**src/rtl/mult_rr_scheduler.sv**
```systemverilog
// Round-robin front end that time-shares one external sequential 8x8 signed multiplier; optional WAIT watchdog via MULT_SCHED_TIMEOUT_EN.
// Latency: grant, START, >=2 WAIT cycles, then RESP; with an 8-cycle multiplier a request completes in ~11-12 cycles.
// Backpressure: one op in flight; rsp_valid holds until rsp_ready, and no new req_ready is issued before that handshake.
module mult_rr_scheduler #(
    parameter int NUM_REQ        = 4,
    parameter int IDX_W          = 2,
    parameter int TIMEOUT_CYCLES = 15
) (
    input  logic                 clk,
    input  logic                 rst_n,
    input  logic [NUM_REQ-1:0]   req_valid,
    input  logic [8*NUM_REQ-1:0] req_a,
    input  logic [8*NUM_REQ-1:0] req_b,
    output logic [NUM_REQ-1:0]   req_ready,
    output logic                 rsp_valid,
    output logic [IDX_W-1:0]     rsp_id,
    output logic [15:0]          rsp_product,
    output logic                 rsp_err,
    input  logic                 rsp_ready,
    output logic                 mul_start,
    output logic [7:0]           mul_a,
    output logic [7:0]           mul_b,
    input  logic [15:0]          mul_product,
    input  logic                 mul_ready,
    output logic                 busy
);

    localparam logic [1:0] S_IDLE  = 2'd0;
    localparam logic [1:0] S_START = 2'd1;
    localparam logic [1:0] S_WAIT  = 2'd2;
    localparam logic [1:0] S_RESP  = 2'd3;

    localparam logic [IDX_W:0] NUM_REQ_W = (IDX_W+1)'(NUM_REQ);

    if (NUM_REQ < 2 || NUM_REQ > 8 || (1 << IDX_W) < NUM_REQ ||
        TIMEOUT_CYCLES < 2 || TIMEOUT_CYCLES > 15) begin : g_bad_cfg
        $error("mult_rr_scheduler: illegal parameter combination");
    end

    logic [1:0]       state;
    logic [IDX_W-1:0] rr_ptr;
    logic [IDX_W-1:0] gnt_idx;
    logic [IDX_W-1:0] gnt_nxt;
    logic             gnt_found;
    logic [IDX_W:0]   cand;
    logic [IDX_W:0]   nxt_w;
    logic [7:0]       sel_a;
    logic [7:0]       sel_b;

    // Scan from rr_ptr with explicit modulo so non-power-of-2 counts never produce an out-of-range index.
    always_comb begin
        gnt_found = 1'b0;
        gnt_idx   = '0;
        cand      = '0;
        for (int k = 0; k < NUM_REQ; k++) begin
            cand = {1'b0, rr_ptr} + (IDX_W+1)'(k);
            if (cand >= NUM_REQ_W) begin
                cand = cand - NUM_REQ_W;
            end
            if (!gnt_found && req_valid[cand[IDX_W-1:0]]) begin
                gnt_found = 1'b1;
                gnt_idx   = cand[IDX_W-1:0];
            end
        end
    end

    always_comb begin
        nxt_w = {1'b0, gnt_idx} + (IDX_W+1)'(1);
        if (nxt_w == NUM_REQ_W) begin
            nxt_w = '0;
        end
        gnt_nxt = nxt_w[IDX_W-1:0];
    end

    always_comb begin
        sel_a     = '0;
        sel_b     = '0;
        req_ready = '0;
        for (int i = 0; i < NUM_REQ; i++) begin
            if (gnt_idx == IDX_W'(i)) begin
                sel_a = req_a[8*i +: 8];
                sel_b = req_b[8*i +: 8];
            end
            req_ready[i] = rst_n && (state == S_IDLE) && gnt_found && (gnt_idx == IDX_W'(i));
        end
    end

    assign busy      = (state != S_IDLE);
    assign rsp_valid = (state == S_RESP);

`ifdef MULT_SCHED_TIMEOUT_EN
    localparam logic [3:0] WAIT_LAST = 4'(TIMEOUT_CYCLES - 1);
    // Cycles already spent in WAIT; zero marks the first WAIT cycle where mul_ready may be stale.
    logic [3:0] wait_cnt;
`else
    logic       wait_armed;
    assign rsp_err = 1'b0;
`endif

    always_ff @(posedge clk or negedge rst_n) begin
        if (!rst_n) begin
            state       <= S_IDLE;
            rr_ptr      <= '0;
            mul_start   <= 1'b0;
            mul_a       <= '0;
            mul_b       <= '0;
            rsp_id      <= '0;
            rsp_product <= '0;
`ifdef MULT_SCHED_TIMEOUT_EN
            rsp_err     <= 1'b0;
            wait_cnt    <= '0;
`else
            wait_armed  <= 1'b0;
`endif
        end else begin
            mul_start <= 1'b0;
            case (state)
                S_IDLE: begin
                    if (gnt_found) begin
                        mul_a     <= sel_a;
                        mul_b     <= sel_b;
                        rsp_id    <= gnt_idx;
                        rr_ptr    <= gnt_nxt;
                        mul_start <= 1'b1;
                        state     <= S_START;
                    end
                end
                S_START: begin
                    state <= S_WAIT;
`ifdef MULT_SCHED_TIMEOUT_EN
                    wait_cnt   <= '0;
`else
                    wait_armed <= 1'b0;
`endif
                end
                S_WAIT: begin
`ifdef MULT_SCHED_TIMEOUT_EN
                    if (mul_ready && (wait_cnt != 4'd0)) begin
                        rsp_product <= mul_product;
                        rsp_err     <= 1'b0;
                        state       <= S_RESP;
                    end else if (wait_cnt == WAIT_LAST) begin
                        rsp_product <= '0;
                        rsp_err     <= 1'b1;
                        state       <= S_RESP;
                    end else begin
                        wait_cnt <= wait_cnt + 4'd1;
                    end
`else
                    if (mul_ready && wait_armed) begin
                        rsp_product <= mul_product;
                        state       <= S_RESP;
                    end else begin
                        wait_armed <= 1'b1;
                    end
`endif
                end
                S_RESP: begin
                    if (rsp_ready) begin
                        state <= S_IDLE;
`ifdef MULT_SCHED_TIMEOUT_EN
                        rsp_err <= 1'b0;
`endif
                    end
                end
                default: state <= S_IDLE;
            endcase
        end
    end

endmodule
```
**config.mk**
```make
export PLATFORM = sky130hd
export DESIGN_NAME = mult_rr_scheduler
export DESIGN_NICKNAME = d
export VERILOG_FILES = /design/src/rtl/mult_rr_scheduler.sv
export SDC_FILE = /design/constraint.sdc
export NUM_CORES = 1
export LEC_CHECK = 0
export CAP_MARGIN = 20
export CORE_ASPECT_RATIO = 1.75
export CORE_MARGIN = 2
export CORE_UTILIZATION = 39
export CTS_CLUSTER_DIAMETER = 30
export CTS_CLUSTER_SIZE = 14
export DETAILED_ROUTE_END_ITERATION = 8
export PLACE_DENSITY = 0.82
export SLEW_MARGIN = 10
export SYNTH_ARGS = -nofsm -noshare
export SYNTH_HDL_FRONTEND = slang
export SYNTH_SLANG_ARGS = --single-unit
```
**constraint.sdc**
```tcl
create_clock -name clk -period 2.8 [get_ports clk]
set_clock_uncertainty 0.05 [all_clocks]
set_input_delay 0.42 -clock clk [delete_from_list [all_inputs] [get_ports clk]]
set_output_delay 0.42 -clock clk [all_outputs]
set_load 0.01 [all_outputs]
```
==> impl_metrics.csv, run 1 <==
group,metric,value,unit
outcome,status,"complete, no violations",
global_route,track_usage,22.8,%
finish,syn_to_final_growth,67.9,%
sta,fin_ws,0.115,ns
floorplanning,die_h,105,µm
setup_path,worst-path-buf-inv,2,
finish,finish.net_count,468,
sta,setup_violations,0,
sta,hold_ws,0.00111,ns
floorplanning,die_area,0.00651,mm²
setup_path,path_max_fanout,2,
yosys,async_flop_share,100,%
drt,viasPerCell,5.14,
yosys,synth_top_cell_by_area,"dfrtp_1",
clocking,path_clk_slew,0.08,ns
setup_path,crit_chain,"clkdlybuf4s50_1 > nand2b_1 > and3_1 > or3_4 > ha_1 > and3_1 > dlygate4sd2_1",
yosys,synthMuxAreaShare,8.38,%
yosys,ys.flop_type,"dfrtp_1",
global_route,grt_pass1_vias,2261,
clocking,cts_buffer_depth,2,
pwr,power.clock.fraction,13.3,%
setup_path,crit_arrival,2.21,ns
global_route,grt_pass1_wl,11100,µm
sta,min_period,2.68,ns
setup_path,r2r_slack,0.38,ns
clocking,cts_htree_levels,2,
yosys,yosysTopAreaCellShare,43.8,%
clocking,clock_latency,0.29,ns
run,maxCapViolations,0,
setup_path,endpoint_kind,"output pin",
yosys,synthSimpleGateAreaFrac,13.7,%
sta,max_slew_margin,48.6,%
yosys,ys_top_cells_by_area,"dfrtp_1 (44%), a21oi_1 (11%), mux2_2 (8.4%)",
yosys,ys_seq_elements,40,
placed_design,hpwl,5510,µm
floorplanning,core_area,0.00563,mm²
yosys,synth_nets,334,
drt,ant_nets,0,
drt,routed_wl,7360,µm
setup_path,worstSetupPathType,"primary input to output pin",
finish,drive_above_1_share,13.9,%
sta,slew_violations,0,
floorplanning,core.rowCount,36,
yosys,synthCells,238,
setup_path,cpPeakStageDelay,0.47,ns
placed_design,pre_cts_slack,-0.301,ns
pwr,power_density,974,mW/mm²
pwr,switching_power,1.37,mW
yosys,yosysUniqueCellTypes,32,
yosys,synth_edf_count,0,
setup_path,path_delay_family,"simple AND/OR/NAND/NOR gates",
pwr,p_int,2.36,mW
floorplanning,start_util,40.6,%
sta,rsz0062_at_grt,"false",
pwr,combPwrFrac,58.5,%
clocking,cts_tree,"built",
placed_design,finalWeightedCongestion,0.803,
pwr,fin_total_pwr,3.73,mW
setup_path,cp_common_cell,"and3_1",
clocking,numCtsBuffers,5,
clocking,cts_root_buf,"clkbuf_8",
global_route,grt_start_max_net_pins,33,
clocking,cts_sinks,40,
sta,worst-slew-pin-transition,0.769,ns
global_route,antenna_found_initial,0,
yosys,ys.warnings.count,0,
finish,num_antenna_cells,0,
pwr,peakVddDrop,0.664,mV
yosys,synth_top_family_by_area,"compound AO/OA/AOI/OAI gates",
min_path,hold_class,"primary input to asynchronous set/reset pin",
global_route,gr-total-overflow,0,
floorplanning,ios,130,
drt,first_pass_iters,4,
placed_design,io_buffer_count,128,
yosys,yosysSeqAreaShare,43.8,%
yosys,synth-compound-area-share,22.0,%
setup_path,required,2.33,ns
sta,hold_violations,0,
drt,wire_per_inst,16.4,µm
yosys,syn_area_per_cell,9.60,µm²
yosys,synth_area,0.00228,mm²
setup_path,start_kind,"primary input",
yosys,synth-xor-area-share,0,%
pwr,leakagePower,1.66,nW
drt,first_iter_violations,109,
drt,drc_errors,0,
pwr,p_seq_share,28.2,%
sta,max_freq,372,MHz
pwr,swShare,36.7,%
floorplanning,die_x,61.9,µm
setup_path,cp_slowest_cell,"clkdlybuf4s50_1",
yosys,synth_fa_ha_area_share,4.38,%
drt,vias,2309,
sta,period_share,95.9,%
==> Yosys cell counts, types with 2 or more instances <==
cell type  instances
clkbuf_1           8
inv_1             20
a221o_1           16
nor2_1            16
o21ai_0            2
a21oi_1           49
nand2b_1           2
nor3_1             2
buf_2              8
ha_1               8
nand3b_1          16
and3_1             5
dfrtp_1           40
buf_4              3
or3_1              2
nand2_1            9
mux2_2            17
==> final cells by class <==
cell class	count	area, µm²
Fill cell	461	1790
Tap cell	76	95.1
Sequential cell	40	1000
Inverter	21	78.8
Multi-Input combinational cell	158	1130
Timing Repair Buffer	146	1410
Clock buffer	6	82.6
Clock inverter	2	38.8
==> per-stage QoR <==
step | cells | util (%) | instance area (µm²) | TNS [ns]
3_3_place_gp | 440 | 65.6 | 3690 | -1.57
5_1_grt | 449 | 68.1 | 3840 | 0
3_5_place_dp | 440 | 65.6 | 3690 | -2.99
4_1_cts | 449 | 68.0 | 3830 | 0
2_1_floorplan | 238 | - | 2280 | 0
6_report | 449 | 68.1 | 3840 | 0
==> cell usage in the layout (no fill, tap or decap) <==
master,n
ha_1,7
and3_1,5
buf_2,1
o41ai_4,1
inv_2,1
mux2_2,17
a221oi_1,1
o21ai_1,1
inv_1,20
or3_1,1
nand3b_1,16
nand2b_1,2
o31a_1,1
a21oi_1,49
a31o_2,1
o21ai_0,1
or3_4,1
a21o_1,1
nor2_1,16
o41ai_1,1
buf_4,18
nor2b_1,1
nand2_1,9
ha_2,1
nor3_2,2
nor4_1,1
clkinv_4,1
o32a_1,1
dfrtp_1,40
o31ai_1,1
nand3_1,1
nand4b_1,1
clkdlybuf4s50_1,122
dlygate4sd2_1,5
nor3b_2,1
clkbuf_8,6
conb_1,1
bufinv_16,1
a221o_1,16
==> worst register-to-register path, stage by stage (launching register included) <==
cell,delay [ns]
dfrtp_1,0.45
nand2b_1,0.15
buf_4,0.11
o21ai_0,0.13
or3_1,0.38
ha_1,0.21
buf_4,0.23
nand3b_1,0.21
a221o_1,0.31
a21oi_1,0.13
==> cells by family after synthesis <==
| family | Yosys count |
|---|---|
| compound gates | 75 |
| other cells | 1 |
| flops | 40 |
| fa+ha+maj | 8 |
| simple gates | 57 |
| mux | 17 |
| buf+inv | 40 |
==> power groups by stage <==
| stage | Combinational (mW) | Clock [mW] | Sequential, mW |
|---|---|---|---|
| floorplan | 1.07 | 0 | 1.17 |
| global placement | 2.13 | 0 | 1.04 |
| detailed placement | 2.17 | 0 | 1.06 |
| CTS | 2.19 | 0.514 | 1.05 |
| global route | 2.36 | 0.535 | 1.09 |
| finish | 2.18 | 0.498 | 1.05 |
==> state kept, by name (all words and copies together) (netlist names) <==
register	count
mul_start	1
mul_a	8
rsp_id	2
rsp_product	16
state	2
wait_armed	1
mul_b	8
rr_ptr	2
==> worst paths after layout <==
kind                       cells after the start              to         start
setup / recovery                               7    req_ready[0]  req_valid[1]
hold / removal                                 1        mul_b[5]         rst_n
setup reg to reg                               9        mul_a[0]     rr_ptr[1]
hold reg to reg                                2       rsp_id[1]     rsp_id[1]
max in group asynchronous                      2  rsp_product[8]         rst_n
min in group clk                               2       rsp_id[1]     rsp_id[1]
==> what timing repair did <==
item,in CTS,in global routing
buffers inserted,1,0
resized for setup,8,3
pin swaps,2,0
hold buffers,0,0
endpoints found under the setup margin,4,2
==> per-layer routing <==
metal	wire length, µm	global-route usage (%)	part of all wire, %	vias to the layer above
met1	2660	24.1	36	1103
li1	-	-	-	1113
met4	232	9.57	3.2	0
met3	368	3.44	5.0	16
met5	0	0	0	-
met2	4100	41.8	56	77
Power figures use the tool's default switching activity.
==> inputs of run 2 (changes only) <==
--- a/config.mk
+++ b/config.mk
@@ -12,6 +12,7 @@
 export CTS_CLUSTER_DIAMETER = 30
 export CTS_CLUSTER_SIZE = 14
 export DETAILED_ROUTE_END_ITERATION = 8
+export HOLD_SLACK_MARGIN = 0.03
 export PLACE_DENSITY = 0.82
 export SLEW_MARGIN = 10
 export SYNTH_ARGS = -nofsm -noshare
==> run 2 against run 1 <==
Effect of this change: sequential share of layout area decreased by 0.068 points; fmax decreased by 0.27%; hold slack improved by 0.45 ns; final area increased by 0.26%; core utilization increased by 0.18 points; flip-flop and latch count unchanged; largest cell class unchanged; highest routed layer unchanged; critical endpoint unchanged.
==> impl_metrics.csv, run 2 (same netlist as run 1, synthesis figures left out) <==
group,metric,value,unit
outcome,status,"complete, no violations",
sta,hold_violations,0,
sta,max_freq,371,MHz
clocking,cts_tree,"built",
drt,wire_per_inst,16.4,µm
placed_design,io_buffer_count,128,
sta,hold_ws,0.453,ns
finish,largest_register_ff_count,16,
placed_design,hpwl,5510,µm
setup_path,worstSetupPathType,"primary input to output pin",
sta,max_slew_margin,48.9,%
sta,min_period,2.69,ns
finish,multiInputGateArea,0.00113,mm²
pwr,power_density,972,mW/mm²
drt,routed_wl,7370,µm
setup_path,cp_slowest_cell,"clkdlybuf4s50_1",
pwr,p_int,2.36,mW
floorplanning,die_x,61.9,µm
finish,syn_to_final_growth,68.3,%
sta,worst-slew-pin-transition,0.764,ns
drt,viasPerCell,5.12,
setup_path,required,2.33,ns
clocking,clock_latency,0.29,ns
global_route,track_usage,22.8,%
global_route,grt_pass1_wl,11100,µm
finish,seqCellArea,0.00100,mm²
setup_path,cpPeakStageDelay,0.47,ns
global_route,grt-busiest-layer,"met2",
pwr,peakVddDrop,0.667,mV
setup_path,worst-path-buf-inv,2,
sta,period_share,96.2,%
drt,first_pass_iters,4,
sta,slew_violations,0,
drt,ant_nets,0,
clocking,cts_sinks,40,
floorplanning,start_util,40.6,%
clocking,cts_buffer_depth,2,
setup_path,start_kind,"primary input",
setup_path,crit_chain,"clkdlybuf4s50_1 > nand2b_1 > and3_1 > or3_4 > ha_1 > and3_1 > dlygate4sd2_1",
placed_design,finalWeightedCongestion,0.803,
finish,num_antenna_cells,0,
sta,setup_violations,0,
clocking,path_clk_slew,0.07,ns
finish,final_cells,450,
min_path,hold_class,"flip-flop to flip-flop",
finish,fill_cells,460,
floorplanning,die_h,105,µm
global_route,grt_start_max_net_pins,33,
global_route,antenna_found_initial,0,
global_route,grt.met2_usage,41.8,%
pwr,combPwrFrac,58.5,%
finish,final_cell_mix,"clkdlybuf4s50_1 (122), a21oi_1 (49), dfrtp_1 (40)",
clocking,cts_root_buf,"clkbuf_8",
setup_path,cp_common_cell,"and3_1",
finish,final_common_cell,"clkdlybuf4s50_1",
finish,drive_above_1_share,13.9,%
setup_path,path_max_fanout,2,
setup_path,crit_arrival,2.22,ns
floorplanning,core.rowCount,36,
placed_design,dp_cells,440,
finish,regMostFlops,"rsp_product",
clocking,cts_htree_levels,2,
global_route,use_met3,3.44,%
pwr,power.clock.fraction,13.3,%
floorplanning,core_area,0.00563,mm²
global_route,gr-total-overflow,0,
setup_path,endpoint_kind,"output pin",
sta,rsz0062_at_grt,"false",
global_route,grt_pass1_vias,2263,
clocking,numCtsBuffers,5,
drt,first_iter_violations,139,
pwr,leakagePower,1.66,nW
drt,vias,2305,
sta,setup_tns,0,ns
pwr,switching_power,1.37,mW
finish,finish.net_count,469,
floorplanning,ios,130,
setup_path,path_delay_family,"simple AND/OR/NAND/NOR gates",
global_route,met1_usage,24.1,%
finish,top_regs,"rsp_product (16), mul_a (8), mul_b (8)",
drt,drc_errors,0,
run,maxCapViolations,0,
floorplanning,die_area,0.00651,mm²
pwr,p_seq_share,28.2,%
pwr,swShare,36.7,%
-- run 2: cell types whose count changed in the layout (fill, tap and decap cells not counted) --
cell           before  now
dlygate4sd3_1       0    1
-- run 2: what timing repair did --
action                     4_1_cts  5_1_grt
hold endpoints to repair        15        0
setup endpoints to repair        4        2
setup buffers                    1        0
gates cloned                     0        0
pin swaps                        2        0
resized for setup                8        3
hold buffers                     1        0
-- run 2: worst paths after layout --
check,endpoint,from,slack [ns],cells after the start
hold / removal,rsp_id[1],rsp_id[1],0.45,2
max in group asynchronous,rsp_product[8],rst_n,1.47,3
setup reg to reg,mul_a[1],rr_ptr[1],0.37,9
min in group asynchronous,mul_b[5],rst_n,0.55,2
hold reg to reg,rsp_id[1],rsp_id[1],0.45,2
setup / recovery,req_ready[0],req_valid[1],0.11,7
-- run 2: layout make-up --
class	instances	area share (%)
clock buffers	6	2.15
clock inverters	2	1.01
inverters	21	2.05
multi-input cells	158	29.5
flip-flops and latches	40	26.0
well taps	76	2.47
repair buffers	147	36.8
-- run 2: power groups by stage --
| stage | Combinational (mW) | Clock (mW) | Sequential [mW] |
|---|---|---|---|
| 2_1_floorplan | 1.07 | 0 | 1.17 |
| 6_report | 2.19 | 0.497 | 1.05 |
| 3_3_place_gp | 2.13 | 0 | 1.04 |
| 3_5_place_dp | 2.17 | 0 | 1.06 |
| 5_1_grt | 2.36 | 0.535 | 1.09 |
| 4_1_cts | 2.19 | 0.514 | 1.05 |
-- run 2: metrics by stage --
step	instance area (µm²)	setup WS, ns	utilization, %	power (mW)
6_report	3850	0.108	68.3	3.74
4_1_cts	3840	0.0908	68.1	3.76
5_1_grt	3850	0.0172	68.3	3.99
2_1_floorplan	2280	0.471	-	2.23
3_3_place_gp	3690	-0.257	65.6	3.17
3_5_place_dp	3690	-0.301	65.6	3.23
-- run 2: worst min-delay path: cells and delay by family (launching register included) --
kind / cells / cell delay, ns
AND/OR/NAND/NOR: 1 / 0.05
AO/OA/AOI/OAI: 1 / 0.05
flip-flops: 1 / 0.36
-- run 2: layer usage --
| metal | share of wire (%) | wire length, µm |
|---|---|---|
| met3 | 5.1 | 373 |
| met1 | 36 | 2690 |
| met2 | 55 | 4080 |
| met4 | 3.0 | 224 |
| met5 | 0 | 0 |
